### src/rtl/contin_mode_sched.sv
// contin_mode_sched: frames the 25 MHz sample stream into FIFO1 as a zero marker, FRAME_LEN samples, then a gap.
// Define CONTIN_SCHED_TRAILER_EN to append a frame-count trailer word after each completed frame.
module contin_mode_sched #(
  parameter int DATA_W    = 16,
  parameter int FRAME_LEN = 256,
  parameter int GAP_CYC   = 8
) (
  input  logic              clk_25m,
  input  logic              rst,
  input  logic              cmd_open,
  input  logic              cmd_close,
  input  logic              sample_valid,
  input  logic [DATA_W-1:0] sample_data,
  input  logic              fifo_full1_in,
  output logic              fifo_wr_en,
  output logic [DATA_W-1:0] fifo_wr_data,
  output logic              contin_busy,
  output logic [15:0]       frame_cnt,
  output logic              overflow_err
);

`ifdef CONTIN_SCHED_TRAILER_EN
  typedef enum logic [2:0] {S_IDLE, S_SYNC, S_BURST, S_GAP, S_TRAIL} state_t;
`else
  typedef enum logic [2:0] {S_IDLE, S_SYNC, S_BURST, S_GAP} state_t;
`endif

  localparam logic [15:0] LP_WORD_LAST = 16'(FRAME_LEN - 1);
  localparam logic [7:0]  LP_GAP_LAST  = 8'(GAP_CYC - 1);

  // Zero is the frame delimiter, so payload zeros are nudged to one.
  function automatic logic [DATA_W-1:0] f_sub_zero(input logic [DATA_W-1:0] d);
    return (d == '0) ? DATA_W'(1) : d;
  endfunction

  state_t              r_state, w_state_nxt;
  logic [15:0]         r_word_cnt, w_word_cnt_nxt;
  logic [7:0]          r_gap_cnt, w_gap_cnt_nxt;
  logic                r_close_pend, w_close_nxt;
  logic [15:0]         r_frame_cnt, w_frame_nxt;
  logic                r_ovf, w_ovf_nxt;
  logic                r_wr_en_p1, w_wr_en;
  logic [DATA_W-1:0]   r_wr_data_p1, w_wr_data;
  logic                w_close_eff;

  assign w_close_eff = r_close_pend | cmd_close;

  always_comb begin
    w_state_nxt    = r_state;
    w_word_cnt_nxt = r_word_cnt;
    w_gap_cnt_nxt  = r_gap_cnt;
    w_close_nxt    = r_close_pend;
    w_frame_nxt    = r_frame_cnt;
    w_ovf_nxt      = r_ovf;
    w_wr_en        = 1'b0;
    w_wr_data      = '0;
    case (r_state)
      S_IDLE: begin
        if (cmd_open && !cmd_close) w_state_nxt = S_SYNC;
      end
      S_SYNC: begin
        if (cmd_close) begin
          w_state_nxt = S_IDLE;
        end else if (!fifo_full1_in) begin
          w_wr_en        = 1'b1;
          w_word_cnt_nxt = '0;
          w_state_nxt    = S_BURST;
        end
      end
      S_BURST: begin
        if (cmd_close) w_close_nxt = 1'b1;
        if (sample_valid) begin
          if (fifo_full1_in) begin
            // Dropped sample poisons the frame; restart with a fresh marker.
            w_ovf_nxt   = 1'b1;
            w_state_nxt = w_close_eff ? S_IDLE : S_SYNC;
          end else begin
            w_wr_en   = 1'b1;
            w_wr_data = f_sub_zero(sample_data);
            if (r_word_cnt == LP_WORD_LAST) begin
              w_frame_nxt    = r_frame_cnt + 16'd1;
              w_word_cnt_nxt = '0;
              w_gap_cnt_nxt  = '0;
`ifdef CONTIN_SCHED_TRAILER_EN
              w_state_nxt    = S_TRAIL;
`else
              w_state_nxt    = w_close_eff ? S_IDLE : S_GAP;
`endif
            end else begin
              w_word_cnt_nxt = r_word_cnt + 16'd1;
            end
          end
        end
      end
      S_GAP: begin
        if (w_close_eff) begin
          w_state_nxt = S_IDLE;
        end else if (r_gap_cnt == LP_GAP_LAST) begin
          w_gap_cnt_nxt = '0;
          w_state_nxt   = S_SYNC;
        end else begin
          w_gap_cnt_nxt = r_gap_cnt + 8'd1;
        end
      end
`ifdef CONTIN_SCHED_TRAILER_EN
      S_TRAIL: begin
        if (cmd_close) w_close_nxt = 1'b1;
        if (!fifo_full1_in) begin
          w_wr_en       = 1'b1;
          w_wr_data     = (r_frame_cnt == 16'd0) ? DATA_W'(1) : DATA_W'(r_frame_cnt);
          w_gap_cnt_nxt = '0;
          w_state_nxt   = w_close_eff ? S_IDLE : S_GAP;
        end
      end
`endif
      default: w_state_nxt = S_IDLE;
    endcase
    if (w_state_nxt == S_IDLE) w_close_nxt = 1'b0;
  end

  // Stage p1: registered FIFO write port and control state
  always_ff @(posedge clk_25m) begin
    if (rst) begin
      r_state      <= S_IDLE;
      r_word_cnt   <= '0;
      r_gap_cnt    <= '0;
      r_close_pend <= 1'b0;
      r_frame_cnt  <= '0;
      r_ovf        <= 1'b0;
      r_wr_en_p1   <= 1'b0;
      r_wr_data_p1 <= '0;
    end else begin
      r_state      <= w_state_nxt;
      r_word_cnt   <= w_word_cnt_nxt;
      r_gap_cnt    <= w_gap_cnt_nxt;
      r_close_pend <= w_close_nxt;
      r_frame_cnt  <= w_frame_nxt;
      r_ovf        <= w_ovf_nxt;
      r_wr_en_p1   <= w_wr_en;
      r_wr_data_p1 <= w_wr_data;
    end
  end

  assign fifo_wr_en   = r_wr_en_p1;
  assign fifo_wr_data = r_wr_data_p1;
  assign contin_busy  = (r_state != S_IDLE);
  assign frame_cnt    = r_frame_cnt;
  assign overflow_err = r_ovf;

endmodule

### config.mk
export PLATFORM = sky130hd
export DESIGN_NAME = contin_mode_sched
export DESIGN_NICKNAME = d
export VERILOG_FILES = /design/src/rtl/contin_mode_sched.sv
export SDC_FILE = /design/constraint.sdc
export NUM_CORES = 1
export LEC_CHECK = 0
export CELL_PAD_IN_SITES_DETAIL_PLACEMENT = 1
export CELL_PAD_IN_SITES_GLOBAL_PLACEMENT = 1
export CORE_MARGIN = 2
export CORE_UTILIZATION = 34
export DETAILED_ROUTE_END_ITERATION = 12
export DONT_BUFFER_PORTS = 1
export PLACE_DENSITY = 0.61
export SLEW_MARGIN = 30
export SYNTH_ARGS = -nofsm -noshare
export SYNTH_HDL_FRONTEND = slang
export SYNTH_SLANG_ARGS = --single-unit
export TNS_END_PERCENT = 5
### constraint.sdc
create_clock -name clk_25m -period 3.7 [get_ports clk_25m]
set_input_delay 0.37 -clock clk_25m [delete_from_list [all_inputs] [get_ports clk_25m]]
set_output_delay 0.37 -clock clk_25m [all_outputs]
set_load 0.03 [all_outputs]
==> reports/metrics.cfg <==
[global_routing]
grt_max_degree = 60
antenna_found_initial = 0
gr-total-overflow = 0
grt_use_total_pct = 15.86
grt_pass1_wl_um = 12330
grt_pass1_vias = 2417

[power_and_ir_drop]
p_leak_nw = 1.060
p_clk_share_pct = 46.0
seq_power_share_pct = 52.7
p_per_area_nw_per_um2 = 391.8
switching_share_pct = 22.60
power.switching_mw = 0.2871
ir_drop_mv = 0.1594
totalPowerFinal_mw = 1.271
power_frac_comb_pct = 1.3
p_int_mw = 0.9834

[clocking]
cts_resized = 0
clock_path_buffers = 2
postCtsSetupBuffers = 0
cts_tree = done
clock_latency_ns = 0.34
cts_num_sinks = 62
hold_buffers = 0
cts-buffers-inserted = 9
cts.clk_slew.worst_paths_ns = 0.07
h-tree-depth = 3
root_buffer = clkbuf_8

[timing]
fmax_mhz = 426.8
skew_ns = 0.008745
fin_crit_sh_pct = 63.33
min_period_ns = 2.343
setup_viol_count_final = 0
relSlewSlack_pct = 54.12
timing_hold_violations_final = 0
setup_tns_ns = 0
finalMaxSlewViolations = 0
rsz0062_at_grt = false
layout_setup_ws_ns = 1.357
worst_pin_slew_ns = 0.6866
hold_ws_ns = 0.09885

[placed_design]
place_ws_ns = 1.335
hpwlAfterDp_um = 4960
gp_congestion = 0.7126
dp_cells = 415
port_buffers = 0
dpl_cell_area_um2 = 3053

[drt]
vias = 2429
drc_errors = 0
viasPerCell = 5.636
routedWlPerCell_um = 16.78
drt_wl_total_um = 7232
dr.pass1.iters = 4
dr.first_iter.drc_count = 92
antenna_left = 0

[floorplan]
num_rows = 34
start_util_pct = 34.73
io_pins = 57
die_h_um = 97.92
die-area_um2 = 9588
core_um2 = 8636
die_w_um = 97.92

[critical_path]
cpPeakStageDelay_ns = 0.58
worstSetupPathType = flop to flop
critPathMaxFanout = 26
startpoint_type = flop
cpLargestDelayFamily = simple AND/OR/NAND/NOR gates
crit_slowest_cell = nand4_2
cp.buffers_inverters = 0
worstSetupEndpointType = flop
cp.arrival_ns = 2.57
required_ns = 3.93
path_cells = ha_1 > and3_1 > nand4_2 > nor4_2 > mux2_2

[synth]
yosys-top-cells-area = dfxtp_1 (41%), mux2_2 (3.8%), and2_1 (3.5%)
synth_edf_count = 0
synthMuxAreaShare_pct = 4.506
yosys.area_share.adder_pct = 1.252
synth_top_family_by_area = simple AND/OR/NAND/NOR gates
async_flop_share_pct = 0
ys_warn_count = 0
yosys.cell_types.count = 58
syn_inst = 324
ys.flop_type = dfxtp_1
yosysSeqAreaShare_pct = 41.39
synth_xor_area_share_pct = 1.460
syn_area_per_cell_um2 = 9.257
synth_top_area_share_pct = 41.39
synth_area_um2 = 2999
synth_simple_gate_area_share_pct = 29.37
synth_compound_area_share_pct = 17.69
synth-seq-cells = 62
synth_fp_nets = 349
synth_top_cell_by_area = dfxtp_1

[layout]
final_cell_mix = dfxtp_1 (62), nor2_1 (19), nor3_1 (17), and2_1 (17), o21ai_0 (15)
antenna_cells = 0
fin_area_um2 = 3243
area_delta_synth_final_pct = 8.135
finish.utilization_pct = 37.55
drive_above_1_share_pct = 13.93
num-nets-final = 343
final_common_cell = dfxtp_1
finalNonFillerCells = 431

[min_path]
hp-class = primary input to flop

[outcome]
status = finished, final reports clean

[job]
cap_violations = 0

-- worst paths after layout --
path / from / to / slack (ns) / depth (start not counted)
setup / recovery: r_word_cnt[0] / frame_cnt[11] / 1.36 / 5
hold / removal: rst / r_gap_cnt[4] / 0.1 / 1
setup reg to reg: r_word_cnt[0] / frame_cnt[11] / 1.36 / 5
hold reg to reg: r_gap_cnt[7] / r_gap_cnt[7] / 0.48 / 1
-- cell usage after synthesis, types with 2 or more instances --
cell / count
dfxtp_1: 62
nor2_1: 19
and2_1: 17
nor3_1: 17
o21ai_0: 15
or3_1: 13
a211oi_1: 12
nand2_1: 12
clkbuf_1: 10
mux2_2: 10
nand3_1: 10
nor2b_1: 10
a21oi_1: 9
and4_1: 8
inv_1: 8
and3_1: 6
o211ai_1: 6
buf_2: 5
nor4_1: 5
a31oi_1: 4
nand2b_1: 4
xor2_1: 4
a211oi_2: 3
a311oi_1: 3
ha_1: 3
nand4_1: 3
nor4_2: 3
o21a_1: 3
o31ai_1: 3
or4_1: 3
a32oi_1: 2
a41oi_1: 2
buf_6: 2
mux2_1: 2
nand3_2: 2
nor3b_4: 2
-- cells by family (layout without fill, tap and decap cells) --
family | after synthesis | in the layout
simple gates | 142 | 142
compound gates | 72 | 72
flops | 62 | 62
buf+inv | 27 | 26
mux | 12 | 12
xor+xnor | 5 | 5
fa+ha+maj | 3 | 3
other cells | 1 | 1
-- sequential cells by signal, indices dropped and copies added, names as in the netlist --
register and count:
fifo_wr_data 16, fifo_wr_en 1, frame_cnt 16, overflow_err 1
r_close_pend 1, r_gap_cnt 8, r_state 3, r_word_cnt 16
-- metal layers --
metal	vias up	GRT usage (%)	wire length [µm]
li1	1199	-	-
met1	1174	19.85	3308
met2	52	24.82	3403
met3	4	6.657	460
met4	0	5.128	61
met5	-	0	0
-- power by group through the flow --
stage	sequential, mW	clock, mW	combinational, mW
finish	0.670	0.584	0.0165
global route	0.670	0.641	0.0189
CTS	0.670	0.609	0.0168
detailed placement	0.686	0	0.0169
global placement	0.685	0	0.0162
floorplan	0.683	0	0.0243
-- cell type report --
class	instances	area (µm²)
Timing Repair Buffer	2	15.01
Clock buffer	10	127.6
Multi-Input combinational cell	235	1632
Inverter	8	30.03
Fill cell	1016	5393
Sequential cell	62	1241
Clock inverter	6	62.56
Tap cell	108	135.1
No activity file was read; power rests on OpenSTA's default activity.
